$ cat src/rtl/midi_transmitter_pkg.sv
// MIDI OUT shared definitions: channel-voice nibbles, note bundle,
// UART timing and the byte FSM state encoding.
package midi_transmitter_pkg;

  localparam int unsigned CLK_FREQ_HZ = 50_000_000;
  localparam int unsigned MIDI_BAUD = 31_250;
  localparam int unsigned CFG_CLOCKS_PER_BIT =
    CLK_FREQ_HZ / MIDI_BAUD;

  localparam int unsigned FRAME_BITS = 10;

  localparam logic [3:0] STATUS_NOTE_ON = 4'h9;
  localparam logic [3:0] STATUS_NOTE_OFF = 4'h8;

  typedef enum logic {
    NOTE_OFF = 1'b0,
    NOTE_ON  = 1'b1
  } note_status_e;

  typedef struct packed {
    note_status_e status;
    logic [7:0]   note_number;
    logic [7:0]   velocity;
  } note_change_t;

  typedef enum logic [2:0] {
    ST_IDLE,
    ST_SEND_STATUS,
    ST_SEND_DATA1,
    ST_SEND_DATA2,
    ST_DRAIN
  } tx_state_e;

  function automatic logic [7:0] status_byte(
    input note_status_e s,
    input logic [3:0]   ch
  );
    logic [3:0] hi;
    hi = (s == NOTE_ON) ? STATUS_NOTE_ON
                        : STATUS_NOTE_OFF;
    return {hi, ch};
  endfunction

  // Data bytes always carry a clear MSB.
  function automatic logic [7:0] data_byte(
    input logic [7:0] v
  );
    return v & 8'h7F;
  endfunction

endpackage

$ cat src/rtl/midi_uart_tx.sv
// MIDI OUT byte serialiser: start, d0..d7, stop at a fixed
// number of clocks per bit, with back-to-back reload support.
module midi_uart_tx
  import midi_transmitter_pkg::*;
#(
  parameter int unsigned CLOCKS_PER_BIT = CFG_CLOCKS_PER_BIT
) (
  input  logic       clock_50_000_000,
  input  logic       reset_l,
  input  logic [7:0] data,
  input  logic       load,
  output logic       tx,
  output logic       done,
  output logic       idle
);

  localparam int unsigned BW = $clog2(CLOCKS_PER_BIT);

  localparam logic [BW-1:0] BAUD_LAST =
    BW'(CLOCKS_PER_BIT - 1);
  localparam logic [BW-1:0] BAUD_DONE =
    BW'(CLOCKS_PER_BIT - 2);

  localparam logic [3:0] BIT_STOP =
    4'(FRAME_BITS - 1);
  localparam logic [3:0] BIT_D7 =
    4'(FRAME_BITS - 2);

  logic [BW-1:0] r_baud;
  logic [3:0]    r_bit;
  logic [7:0]    r_shift;
  logic          r_active;
  logic          r_tx;

  logic w_bit_end;
  logic w_frame_end;
  logic w_start;

  assign w_bit_end = r_active
                  && (r_baud == BAUD_LAST);
  assign w_frame_end = w_bit_end
                    && (r_bit == BIT_STOP);

  // A load is taken when idle, or exactly at the end
  // of the current stop bit so frames abut.
  assign w_start = load
                && (!r_active || w_frame_end);

  // done fires one cycle before the stop bit ends so a
  // registered load from the FSM lands on the boundary.
  assign done = r_active
             && (r_bit == BIT_STOP)
             && (r_baud == BAUD_DONE);

  assign idle = !r_active;
  assign tx = r_tx;

  // Bit/baud counters and the shifting line driver.
  always_ff @(posedge clock_50_000_000 or negedge reset_l) begin
    if (!reset_l) begin
      r_baud   <= '0;
      r_bit    <= '0;
      r_shift  <= '0;
      r_active <= 1'b0;
      r_tx     <= 1'b1;
    end else if (w_start) begin
      r_active <= 1'b1;
      r_shift  <= data;
      r_bit    <= '0;
      r_baud   <= '0;
      r_tx     <= 1'b0;
    end else if (w_frame_end) begin
      r_active <= 1'b0;
      r_bit    <= '0;
      r_baud   <= '0;
      r_tx     <= 1'b1;
    end else if (w_bit_end) begin
      r_baud <= '0;
      r_bit  <= r_bit + 4'd1;
      if (r_bit == BIT_D7) begin
        r_tx <= 1'b1;
      end else begin
        r_tx    <= r_shift[0];
        r_shift <= {1'b0, r_shift[7:1]};
      end
    end else if (r_active) begin
      r_baud <= r_baud + 1'b1;
    end
  end

endmodule

$ cat src/rtl/midi_transmitter.sv
// MIDI OUT top: accepts one note change per handshake and sends
// it as a channel-voice message, optionally with running status.
module midi_transmitter
  import midi_transmitter_pkg::*;
#(
  parameter int unsigned CLOCKS_PER_BIT = CFG_CLOCKS_PER_BIT,
  parameter bit          RUNNING_STATUS = 1'b1
) (
  input  logic         clock_50_000_000,
  input  logic         reset_l,
  input  logic [3:0]   channel,
  input  note_change_t note,
  input  logic         note_valid,
  output logic         note_ready,
  output logic         midi_tx,
  output logic         busy
);

  tx_state_e  r_state;
  logic [7:0] r_byte;
  logic [7:0] r_data1;
  logic [7:0] r_data2;
  logic       r_load;
  logic [7:0] r_last_status;
  logic       r_last_vld;
  logic       r_ready;
  logic       r_busy;

  logic [7:0] w_status;
  logic [7:0] w_data1;
  logic [7:0] w_data2;
  logic       w_skip;
  logic       w_accept;
  logic       w_done;
  logic       w_uart_idle;
  logic       w_tx;

  assign w_status = status_byte(note.status, channel);
  assign w_data1  = data_byte(note.note_number);
  assign w_data2  = data_byte(note.velocity);

  // Channel is part of the compare, so a channel
  // change always re-sends the status byte.
  assign w_skip = RUNNING_STATUS
               && r_last_vld
               && (r_last_status == w_status);

  assign w_accept = note_valid
                 && r_ready
                 && w_uart_idle;

  assign note_ready = r_ready;
  assign busy       = r_busy;
  assign midi_tx    = w_tx;

  // Byte sequencer: status (unless skipped), data1, data2.
  always_ff @(posedge clock_50_000_000 or negedge reset_l) begin
    if (!reset_l) begin
      r_state       <= ST_IDLE;
      r_byte        <= '0;
      r_data1       <= '0;
      r_data2       <= '0;
      r_load        <= 1'b0;
      r_last_status <= '0;
      r_last_vld    <= 1'b0;
      r_ready       <= 1'b1;
      r_busy        <= 1'b0;
    end else begin
      r_load <= 1'b0;
      unique case (r_state)
        ST_IDLE: begin
          if (w_accept) begin
            r_data1 <= w_data1;
            r_data2 <= w_data2;
            r_ready <= 1'b0;
            r_busy  <= 1'b1;
            r_load  <= 1'b1;
            if (w_skip) begin
              r_byte  <= w_data1;
              r_state <= ST_SEND_DATA1;
            end else begin
              r_byte        <= w_status;
              r_last_status <= w_status;
              r_last_vld    <= 1'b1;
              r_state       <= ST_SEND_STATUS;
            end
          end
        end
        ST_SEND_STATUS: begin
          if (w_done) begin
            r_byte  <= r_data1;
            r_load  <= 1'b1;
            r_state <= ST_SEND_DATA1;
          end
        end
        ST_SEND_DATA1: begin
          if (w_done) begin
            r_byte  <= r_data2;
            r_load  <= 1'b1;
            r_state <= ST_SEND_DATA2;
          end
        end
        ST_SEND_DATA2: begin
          if (w_done) begin
            r_state <= ST_DRAIN;
          end
        end
        ST_DRAIN: begin
          r_ready <= 1'b1;
          r_busy  <= 1'b0;
          r_state <= ST_IDLE;
        end
        default: begin
          r_state <= ST_IDLE;
        end
      endcase
    end
  end

  midi_uart_tx #(
    .CLOCKS_PER_BIT(CLOCKS_PER_BIT)
  ) u_uart (
    .clock_50_000_000(clock_50_000_000),
    .reset_l         (reset_l),
    .data            (r_byte),
    .load            (r_load),
    .tx              (w_tx),
    .done            (w_done),
    .idle            (w_uart_idle)
  );

endmodule

$ cat config.mk
export PLATFORM = sky130hd
export DESIGN_NAME = midi_transmitter
export DESIGN_NICKNAME = d
export VERILOG_FILES = /design/src/rtl/midi_transmitter_pkg.sv /design/src/rtl/midi_uart_tx.sv /design/src/rtl/midi_transmitter.sv
export SDC_FILE = /design/constraint.sdc
export NUM_CORES = 1
export LEC_CHECK = 0
export CAP_MARGIN = 20
export CORE_ASPECT_RATIO = 0.9
export CORE_UTILIZATION = 40
export CTS_BUF_LIST = sky130_fd_sc_hd__clkbuf_4
export DETAILED_ROUTE_END_ITERATION = 6
export PLACE_DENSITY = 0.63
export SYNTH_ARGS = -nofsm -noshare
export SYNTH_HDL_FRONTEND = slang
export SYNTH_HIERARCHICAL = 1
export SYNTH_SLANG_ARGS = --single-unit
export TNS_END_PERCENT = 10
$ cat constraint.sdc
create_clock -name clock_50_000_000 -period 2.35 [get_ports clock_50_000_000]
set_clock_uncertainty 0.1 [all_clocks]
set_input_delay 0.47 -clock clock_50_000_000 [delete_from_list [all_inputs] [get_ports clock_50_000_000]]
set_output_delay 0.47 -clock clock_50_000_000 [all_outputs]
set_load 0.02 [all_outputs]
==> impl_results.html, run 1 <==
<table>
<tr><th>Metric</th><th>Value</th></tr>
<tr><th colspan="2">Layout</th></tr>
<tr><td>Finished layout cell area</td><td>3721 µm²</td></tr>
<tr><td>Layout Area Growth over Synthesis</td><td>20.89%</td></tr>
<tr><td>Sequential cell area</td><td>about 1500 µm²</td></tr>
<tr><td>Post-layout utilization of the core</td><td>between 50 and 60%</td></tr>
<tr><td>Number of nets in the finished design</td><td>roughly 370</td></tr>
<tr><td>Top library cells by usage in the layout, fill and taps aside</td><td>dfrtp_1, nand2_1, clkdlybuf4s50_1, o21ai_0, buf_4</td></tr>
<tr><td>Most frequent standard cell in the layout excluding fill and tap cells</td><td>dfrtp_1</td></tr>
<tr><td>Number of fill cells in the layout</td><td>about 690</td></tr>
<tr><td>Final instance count without filler cells</td><td>between 400 and 500</td></tr>
<tr><td>Share of final-layout standard cells stronger than drive strength 1</td><td>between 20% and 30%</td></tr>
<tr><td>Antenna Diode Count</td><td>0</td></tr>
<tr><td>Multi-input logic area</td><td>1508 µm²</td></tr>
<tr><th colspan="2">Setup path</th></tr>
<tr><td>Critical path cell sequence</td><td>nand4bb_4 -&gt; or2_4 -&gt; nor4_4 -&gt; buf_4 -&gt; o211ai_1 -&gt; buf_4 -&gt; a21oi_1 -&gt; a31oi_1</td></tr>
<tr><td>Critical path fanouts, max</td><td>10</td></tr>
<tr><td>Arr. time, crit path</td><td>2.42 ns</td></tr>
<tr><td>Worst-case reg-to-reg path depth</td><td>8</td></tr>
<tr><td>Cell with the biggest individual delay on the critical path</td><td>dfrtp_1</td></tr>
<tr><td>Register-to-register setup slack</td><td>0.1 ns</td></tr>
<tr><td>Reg2reg start</td><td>u_uart/r_baud[7]$_DFFE_PN0P_</td></tr>
<tr><td>Crit path required time</td><td>roughly 2.5 ns</td></tr>
<tr><td>Startpoint type of the worst setup path</td><td>flop</td></tr>
<tr><td>Kind of critical path</td><td>reg -&gt; reg</td></tr>
<tr><td>Worst flop-to-flop path endpoint</td><td>r_byte[2]$_DFFE_PN0P_</td></tr>
<tr><td>Critical path endpoint category</td><td>flop</td></tr>
<tr><td>Library cell appearing most often on the critical path</td><td>buf_4</td></tr>
<tr><td>Longest individual stage delay on the worst path</td><td>between 0.4 and 0.5 ns</td></tr>
<tr><th colspan="2">Synth</th></tr>
<tr><td>Mean instance size in the synthesized netlist</td><td>10.29 µm²</td></tr>
<tr><td>Leading cell types by total area after synthesis</td><td>dfrtp_1, mux2_2, nand2_1</td></tr>
<tr><td>Most area-hungry cell type in the Yosys netlist</td><td>dfrtp_1</td></tr>
<tr><td>Sequential area share after synthesis</td><td>between 40% and 50%</td></tr>
<tr><td>Number of library cell types mapped by synthesis</td><td>roughly 50</td></tr>
<tr><td>Fraction of post-synthesis cell area in the top cell type by area</td><td>a little under half</td></tr>
<tr><td>Synthesized net count</td><td>328</td></tr>
<tr><td>Dominant synthesized flop cell</td><td>dfrtp_1</td></tr>
<tr><td>Area of the mapped netlist</td><td>3078 µm²</td></tr>
<tr><td>Number of synthesis warnings</td><td>6</td></tr>
<tr><td>Number of synthesized register bits</td><td>just under 60</td></tr>
<tr><td>Proportion of register bits with asynchronous set or reset after synthesis</td><td>100.0%</td></tr>
<tr><td>Number of instances in the synthesized netlist</td><td>~300</td></tr>
<tr><td>EDFF count, synth</td><td>0</td></tr>
<tr><th colspan="2">Route</th></tr>
<tr><td>Residual antenna-violating net count after detailed routing</td><td>0</td></tr>
<tr><td>Aggregate routed wire length</td><td>approximately 6300 µm</td></tr>
<tr><td>Average vias per placed instance</td><td>around 5.4</td></tr>
<tr><td>Count of vias placed by the detailed router</td><td>between 2000 and 2500</td></tr>
<tr><td>Number of design-rule violations left by the first detailed-router iteration</td><td>between 100 and 150</td></tr>
<tr><td>Routed length per instance</td><td>about 14 µm</td></tr>
<tr><td>First drt pass iteration count</td><td>4</td></tr>
<tr><td>Final routed DRC violation total</td><td>0</td></tr>
<tr><th colspan="2">Floorplanning</th></tr>
<tr><td>Die Y</td><td>85.22 µm</td></tr>
<tr><td>Count of boundary I/O pins</td><td>27</td></tr>
<tr><td>Placeable core area</td><td>7257 µm²</td></tr>
<tr><td>Overall die width</td><td>94.47 µm</td></tr>
<tr><td>Number of standard-cell rows in the floorplan</td><td>29</td></tr>
<tr><td>Starting utilization of the core area</td><td>42.41%</td></tr>
<tr><td>Die area</td><td>between 8000 and 9000 µm²</td></tr>
<tr><th colspan="2">GRT</th></tr>
<tr><td>Vias in the first global route</td><td>around 2300</td></tr>
<tr><td>Pin count of the biggest net entering global routing</td><td>28</td></tr>
<tr><td>Global-route wire length before repair</td><td>about 11000 µm</td></tr>
<tr><td>Gr ovfl total</td><td>0</td></tr>
<tr><td>Antenna violations before repair</td><td>0</td></tr>
<tr><td>Total Routing Usage GR</td><td>between 10% and 20%</td></tr>
<tr><th colspan="2">STA</th></tr>
<tr><td>Finish-stage setup viols</td><td>0</td></tr>
<tr><td>Worst slew margin</td><td>62.92%</td></tr>
<tr><td>Fin crit period</td><td>~2.3 ns</td></tr>
<tr><td>Actual transition at the worst max-transition pin</td><td>roughly 0.56 ns</td></tr>
<tr><td>Final Hold Vio Count</td><td>0</td></tr>
<tr><td>Period utilisation layout</td><td>between 90% and 100%</td></tr>
<tr><td>Total count of max-transition violations in the final report</td><td>0</td></tr>
<tr><td>Achievable clock frequency</td><td>~440 MHz</td></tr>
<tr><th colspan="2">Pwr</th></tr>
<tr><td>Max rail drop VDD</td><td>around 0.00028 V</td></tr>
<tr><td>Pwr dens</td><td>480.0 nW/µm²</td></tr>
<tr><td>Static power due to leakage</td><td>1.645 nW</td></tr>
<tr><th colspan="2">Run</th></tr>
<tr><td>Total of max-cap violations</td><td>0</td></tr>
<tr><th colspan="2">Clock network</th></tr>
<tr><td>Number of buffers inserted during clock tree synthesis</td><td>9</td></tr>
<tr><td>Clk pin slew, worst setup/hold paths</td><td>approximately 0.10 ns</td></tr>
<tr><td>Max Root-Sink Buffers</td><td>2</td></tr>
<tr><td>Worst-Skew Late Latency</td><td>0.39 ns</td></tr>
<tr><td>H-tree lvl count</td><td>3</td></tr>
<tr><td>Clock Tree Root</td><td>clkbuf_4</td></tr>
<tr><td>CTS tree</td><td>yes</td></tr>
<tr><td>Total clock sinks</td><td>59</td></tr>
<tr><th colspan="2">Place</th></tr>
<tr><td>Dpl hpwl</td><td>4646 µm</td></tr>
<tr><td>Port Buf Inserts</td><td>24</td></tr>
<tr><td>Cell Area, Placed</td><td>3517 µm²</td></tr>
<tr><td>Placed cell count</td><td>423</td></tr>
<tr><td>RePlAce Congestion</td><td>between 0.8 and 0.9</td></tr>
<tr><th colspan="2">Run status</th></tr>
<tr><td>Status</td><td>finished, final reports clean</td></tr>
<tr><th colspan="2">Min path</th></tr>
<tr><td>Worst hold path type</td><td>reg -&gt; reg</td></tr>
<tr><td>Worst hold start</td><td>busy$_DFFE_PN0P_</td></tr>
<tr><td>Hold Path Stages</td><td>1</td></tr>
<tr><td>Hold endpoint</td><td>busy$_DFFE_PN0P_</td></tr>
</table>
synthesized netlist by cell type (3+ instances only):
cell / n
nor2b_1: 3
clkbuf_1: 4
o21bai_1: 6
mux2i_1: 5
inv_1: 17
mux2_4: 5
nor2_1: 15
nand3_1: 6
a31oi_1: 6
nand2_1: 32
o221ai_1: 7
a21oi_1: 15
nand4_1: 8
buf_2: 6
dfrtp_1: 57
xnor2_1: 9
mux2_2: 16
ha_1: 5
nor3_1: 4
nand3b_1: 13
o21ai_0: 21
worst max path at each step:
stage / from / to / slack [ns] / cells after the start
after floorplan: u_uart/r_baud[6]$_DFFE_PN0P_ / r_byte[5]$_DFFE_PN0P_ / 0.13 / 6
after global placement: u_uart/r_baud[6]$_DFFE_PN0P_ / r_byte[5]$_DFFE_PN0P_ / -0.01 / 7
after detailed placement: u_uart/r_bit[1]$_DFFE_PN0P_ / r_byte[6]$_DFFE_PN0P_ / -0.01 / 8
after CTS: u_uart/r_bit[1]$_DFFE_PN0P_ / r_byte[6]$_DFFE_PN0P_ / 0.004 / 8
after global routing: u_uart/r_baud[7]$_DFFE_PN0P_ / r_byte[2]$_DFFE_PN0P_ / -0.04 / 8
final: u_uart/r_baud[7]$_DFFE_PN0P_ / r_byte[2]$_DFFE_PN0P_ / 0.1 / 8
flip-flops by register name, summed over array words and instances, names as in the netlist:
register,cells
u_uart/tx,1
r_last_status,5
u_uart/r_shift,8
u_uart/r_baud,11
r_load,1
r_state,3
r_data2,7
u_uart/r_bit,4
r_last_vld,1
note_ready,1
r_data1,7
u_uart/r_active,1
r_byte,8
busy,1
area by class of cell:
type | count | share of cell area, %
multi-input cells | 211 | 40.52
flip-flops and latches | 59 | 39.74
repair buffers | 47 | 11.37
well taps | 93 | 3.127
clock buffers | 10 | 2.017
inverters | 17 | 1.715
clock inverters | 6 | 1.513
metal layers:
| metal | vias to the layer above | track usage, % | share of wire (%) |
|---|---|---|---|
| met5 | - | 0 | 0 |
| met3 | 10 | 3.047 | 3.0 |
| met1 | 1157 | 23.96 | 49 |
| met2 | 45 | 27.21 | 46 |
| li1 | 1183 | - | - |
| met4 | 0 | 7.851 | 1.7 |
power breakdown:
| group | total, W | switching [W] | internal (W) |
|---|---|---|---|
| clock | 0.000694 | 0.000367 | 0.000328 |
| sequential | 0.00101 | 0 | 0.00101 |
| combinational | 0.0000769 | 0.0000357 | 0.0000411 |
| total | 0.00179 | 0.000403 | 0.00138 |
through the flow:
stage	setup WS [ns]	hold WS (ns)	total power [W]	setup TNS, ns
final	0.09711	0.4031	0.001786	0
after global routing	-0.03734	0.4304	0.001872	-0.06026
after CTS	0.003635	0.4104	0.001812	0
after detailed placement	-0.01430	0.3861	0.001113	-0.02668
after global placement	-0.01157	0.3764	0.001112	-0.02151
after floorplan	0.1325	0.07441	0.001044	0
cell families (layout without fill, tap and decap cells):
group	after synthesis	after routing	share of synthesized area, %
AOI/OAI and AO/OA	76	76	16.87
xor gates and xnor gates	11	11	3.130
adders and majority gates	5	5	2.033
buffers and inverters	29	80	4.268
DFF	59	59	48.05
muxes	26	26	9.919
and+or+nand+nor	93	93	15.73
timing repair:
action / CTS / global route
setup endpoints to repair: 2 / 14
pin swaps: 0 / 1
endpoints found under the hold margin: 19 / 0
resized for setup: 1 / 5
buffers inserted: 0 / 3
hold buffers: 1 / 0
worst max-delay path: cells and delay by family (launching register included):
family	cells	cell delay [ns]
AOI/OAI and AO/OA	3	0.39
buffers and inverters	2	0.39
DFF	1	0.42
and+or+nand+nor	3	0.84
Note: power is estimated with default switching activity, not from simulation.
==> run 2: changes to the inputs <==
--- a/config.mk
+++ b/config.mk
@@ -9,6 +9,7 @@
 export CORE_ASPECT_RATIO = 0.9
 export CORE_UTILIZATION = 40
 export CTS_BUF_LIST = sky130_fd_sc_hd__clkbuf_4
+export CTS_CLUSTER_SIZE = 28
 export DETAILED_ROUTE_END_ITERATION = 6
 export PLACE_DENSITY = 0.63
 export SYNTH_ARGS = -nofsm -noshare
==> results of run 2 <==
Same layout as run 1: the final DEF is identical, and so are final timing and power.
==> run 3: changes to the inputs <==
--- a/config.mk
+++ b/config.mk
@@ -11,6 +11,7 @@
 export CTS_BUF_LIST = sky130_fd_sc_hd__clkbuf_4
 export CTS_CLUSTER_SIZE = 28
 export DETAILED_ROUTE_END_ITERATION = 6
+export GPL_TIMING_DRIVEN = 0
 export PLACE_DENSITY = 0.63
 export SYNTH_ARGS = -nofsm -noshare
 export SYNTH_HDL_FRONTEND = slang
==> impl_results.html, run 3 (synthesized netlist as in run 1, its figures left out) <==
<table>
<tr><th>Metric</th><th>Value</th></tr>
<tr><th colspan="2">Run status</th></tr>
<tr><td>Status</td><td>finished, violations left</td></tr>
<tr><td>Failing checks</td><td>negative hold slack</td></tr>
<tr><th colspan="2">Place</th></tr>
<tr><td>Place WS</td><td>-0.4027 ns (-0.3884 ns)</td></tr>
<tr><td>Port Buf Inserts</td><td>24 (unchanged)</td></tr>
<tr><td>Dpl hpwl</td><td>4732 µm (+1.8%)</td></tr>
<tr><td>RePlAce Congestion</td><td>0.8206 (+2.1%)</td></tr>
<tr><th colspan="2">Pwr</th></tr>
<tr><td>Switching power total</td><td>0.0003942 W (-2.1%)</td></tr>
<tr><td>Seq pwr share</td><td>56.9% (about the same)</td></tr>
<tr><td>Internal power component</td><td>0.001388 W (+0.31%)</td></tr>
<tr><td>Static power due to leakage</td><td>1.583 nW (-3.8%)</td></tr>
<tr><td>Max rail drop VDD</td><td>0.0002978 V (+6.7%)</td></tr>
<tr><td>Net switching share of the total power</td><td>22.12% (-0.42 points)</td></tr>
<tr><td>Clock share of power</td><td>39.0% (about the same)</td></tr>
<tr><td>Comb pwr share</td><td>4.1% (-0.2 points)</td></tr>
<tr><td>Pwr dens</td><td>490.7 nW/µm² (+2.2%)</td></tr>
<tr><th colspan="2">Layout</th></tr>
<tr><td>Largest registers</td><td>u_uart/r_baud: 11 flops, r_byte: 8 flops, u_uart/r_shift: 8 flops</td></tr>
<tr><td>Number of flip-flops in the largest register</td><td>11 (unchanged)</td></tr>
<tr><td>Top library cells by usage in the layout, fill and taps aside</td><td>dfrtp_1, nand2_1, clkdlybuf4s50_1, o21ai_0, inv_1</td></tr>
<tr><td>Antenna Diode Count</td><td>0 (unchanged)</td></tr>
<tr><td>Share of final-layout standard cells stronger than drive strength 1</td><td>16.72% (-3.9 points)</td></tr>
<tr><td>Layout Area Growth over Synthesis</td><td>17.97%</td></tr>
<tr><td>Most frequent standard cell in the layout excluding fill and tap cells</td><td>dfrtp_1</td></tr>
<tr><td>Number of fill cells in the layout</td><td>696 (+1.5%)</td></tr>
<tr><td>Register with the most flip-flops</td><td>u_uart/r_baud</td></tr>
<tr><td>Number of nets in the finished design</td><td>365 (-2.4%)</td></tr>
<tr><th colspan="2">STA</th></tr>
<tr><td>RSZ-0062 raised after global routing</td><td>false</td></tr>
<tr><td>Final worst slack</td><td>0.1111 ns (+0.01395 ns)</td></tr>
<tr><td>Total count of max-transition violations in the final report</td><td>0 (unchanged)</td></tr>
<tr><td>Achievable clock frequency</td><td>446.6 MHz (+0.62%)</td></tr>
<tr><td>Worst slew margin</td><td>46.24% (-17 points)</td></tr>
<tr><td>Finish-stage setup viols</td><td>0 (unchanged)</td></tr>
<tr><td>Period utilisation layout</td><td>95.27% (-0.59 points)</td></tr>
<tr><td>Final Hold Vio Count</td><td>17 (+17)</td></tr>
<tr><td>Fin crit period</td><td>2.239 ns (-0.01395 ns)</td></tr>
<tr><td>Actual transition at the worst max-transition pin</td><td>0.7996 ns (+0.2434 ns)</td></tr>
<tr><td>Hold Slack</td><td>-0.009230 ns (-0.4123 ns)</td></tr>
<tr><th colspan="2">Setup path</th></tr>
<tr><td>Longest individual stage delay on the worst path</td><td>0.47 ns (+0.05 ns)</td></tr>
<tr><td>Kind of cell adding the most delay to the critical path</td><td>buffers and inverters</td></tr>
<tr><td>Crit path required time</td><td>2.52 ns (about the same)</td></tr>
<tr><td>Cell with the biggest individual delay on the critical path</td><td>clkdlybuf4s50_1</td></tr>
<tr><td>Critical path fanouts, max</td><td>10 (unchanged)</td></tr>
<tr><td>Kind of critical path</td><td>in -&gt; reg</td></tr>
<tr><td>Register-to-register setup slack</td><td>0.12 ns (+0.02 ns)</td></tr>
<tr><td>Worst-case reg-to-reg path depth</td><td>5 (-3)</td></tr>
<tr><td>Reg2reg start</td><td>u_uart/r_active$_DFFE_PN0P_</td></tr>
<tr><td>Startpoint type of the worst setup path</td><td>input port</td></tr>
<tr><td>Critical path cell sequence</td><td>clkdlybuf4s50_1 -&gt; xnor2_1 -&gt; nand2_1 -&gt; o21bai_4 -&gt; mux2_4</td></tr>
<tr><td>Arr. time, crit path</td><td>2.41 ns (about the same)</td></tr>
<tr><td>Worst flop-to-flop path endpoint</td><td>r_last_status[4]$_DFFE_PN0P_</td></tr>
<tr><td>Critical path endpoint category</td><td>flop</td></tr>
<tr><td>Buf+Inv Stages, Crit Path</td><td>1 (-1)</td></tr>
<tr><th colspan="2">GRT</th></tr>
<tr><td>Total Routing Usage GR</td><td>18.96% (+1.4 points)</td></tr>
<tr><td>Gr ovfl total</td><td>0 (unchanged)</td></tr>
<tr><td>Vias in the first global route</td><td>2353 (+3.1%)</td></tr>
<tr><td>Pin count of the biggest net entering global routing</td><td>33 (+18%)</td></tr>
<tr><td>Antenna violations before repair</td><td>0 (unchanged)</td></tr>
<tr><td>Global-route wire length before repair</td><td>11690 µm (+8.1%)</td></tr>
<tr><th colspan="2">Route</th></tr>
<tr><td>Number of design-rule violations left by the first detailed-router iteration</td><td>107 (-22%)</td></tr>
<tr><td>Aggregate routed wire length</td><td>6705 µm (+6.6%)</td></tr>
<tr><td>Routed length per instance</td><td>15.45 µm (+8.8%)</td></tr>
<tr><td>Residual antenna-violating net count after detailed routing</td><td>0 (unchanged)</td></tr>
<tr><td>Count of vias placed by the detailed router</td><td>2395 (unchanged)</td></tr>
<tr><td>First drt pass iteration count</td><td>4 (unchanged)</td></tr>
<tr><td>Average vias per placed instance</td><td>5.518 (+2.1%)</td></tr>
<tr><td>Final routed DRC violation total</td><td>0 (unchanged)</td></tr>
<tr><th colspan="2">Floorplanning</th></tr>
<tr><td>Overall die width</td><td>94.47 µm (unchanged)</td></tr>
<tr><td>Die area</td><td>8050 µm² (unchanged)</td></tr>
<tr><td>Die Y</td><td>85.22 µm (unchanged)</td></tr>
<tr><td>Starting utilization of the core area</td><td>42.41% (unchanged)</td></tr>
<tr><td>Number of standard-cell rows in the floorplan</td><td>29 (unchanged)</td></tr>
<tr><td>Placeable core area</td><td>7257 µm² (unchanged)</td></tr>
<tr><td>Count of boundary I/O pins</td><td>27 (unchanged)</td></tr>
<tr><th colspan="2">Run</th></tr>
<tr><td>Total of max-cap violations</td><td>0 (unchanged)</td></tr>
<tr><th colspan="2">Clock network</th></tr>
<tr><td>Clock Tree Root</td><td>clkbuf_4</td></tr>
<tr><td>Total clock sinks</td><td>59 (unchanged)</td></tr>
<tr><td>Clk pin slew, worst setup/hold paths</td><td>0.10 ns (about the same)</td></tr>
<tr><td>Number of buffers inserted for hold repair after clock tree synthesis</td><td>0 (-1)</td></tr>
<tr><td>H-tree lvl count</td><td>3 (unchanged)</td></tr>
<tr><td>Max Root-Sink Buffers</td><td>2 (unchanged)</td></tr>
<tr><td>Number of buffers inserted during clock tree synthesis</td><td>9 (unchanged)</td></tr>
<tr><td>Worst-Skew Late Latency</td><td>0.40 ns (about the same)</td></tr>
<tr><td>CTS tree</td><td>yes</td></tr>
<tr><th colspan="2">Min path</th></tr>
<tr><td>Worst hold path type</td><td>in -&gt; async</td></tr>
</table>
-- run 3: changes by cell type in the layout (fill, tap and decap cells not counted), sizes merged --
cell / delta
buf: -13
clkbuf: +6
clkinvlp: -1
dlygate4sd3: -1
-- run 3: cell type report --
| type | count | area, µm² | area share [%] |
|---|---|---|---|
| timing repair buffer | 26 | 262.8 | 7.236 |
| sequential | 59 | 1479 | 40.73 |
| tap | 93 | 116.4 | 3.205 |
| multi-input combinational | 211 | 1509 | 41.56 |
| clock buffer | 11 | 82.58 | 2.274 |
| clock inverter | 5 | 45.04 | 1.241 |
| buffer | 12 | 72.57 | 1.999 |
| inverter | 17 | 63.81 | 1.757 |
-- run 3: per-stage QoR --
| stage | setup TNS (ns) | utilization (%) | power (W) | std cells | instance area (µm²) |
|---|---|---|---|---|---|
| after floorplan | 0 | - | 0.001044 | 299 | 3078 |
| after global placement | -74.56 | 47.33 | 0.001106 | 416 | 3435 |
| after detailed placement | -4.198 | 47.53 | 0.001109 | 417 | 3450 |
| after CTS | 0 | 49.60 | 0.001807 | 434 | 3600 |
| after global routing | 0 | 50.03 | 0.001856 | 434 | 3631 |
| final | 0 | 50.03 | 0.001782 | 434 | 3631 |
-- run 3: power by group through the flow --
stage | registers (W) | clock network (W) | logic (W)
after floorplan | 0.00103 | 0 | 0.00000921
after global placement | 0.00103 | 0 | 0.0000714
after detailed placement | 0.00103 | 0 | 0.0000750
after CTS | 0.00101 | 0.000717 | 0.0000754
after global routing | 0.00101 | 0.000759 | 0.0000823
final | 0.00101 | 0.000694 | 0.0000731
-- run 3: repair_timing --
action	in CTS	in global routing
gates resized for setup	2	7
buffers inserted	1	0
endpoints found under the hold margin	0	0
pin swaps	1	2
setup endpoints to repair	11	13
-- run 3: how the worst max path moves through the flow --
stage                                             from  slack, ns                            to  cells past startpoint
final                                       channel[1]       0.11  r_last_status[4]$_DFFE_PN0P_                      5
after global routing                        channel[0]       0.03  r_last_status[2]$_DFFE_PN0P_                      5
after CTS                 u_uart/r_baud[7]$_DFFE_PN0P_       0.06         r_byte[5]$_DFFE_PN0P_                      6
after detailed placement   u_uart/r_bit[1]$_DFFE_PN0P_      -0.40         r_byte[5]$_DFFE_PN0P_                      7
after global placement                         reset_l      -1.23   u_uart/r_bit[2]$_DFFE_PN0P_                      1
after floorplan           u_uart/r_baud[6]$_DFFE_PN0P_       0.13         r_byte[5]$_DFFE_PN0P_                      6
-- run 3: layer usage --
layer	wire [µm]	track usage (%)
met5	0	0
met4	40	5.785
met3	207	4.839
met2	3248	29.51
met1	3209	26.01
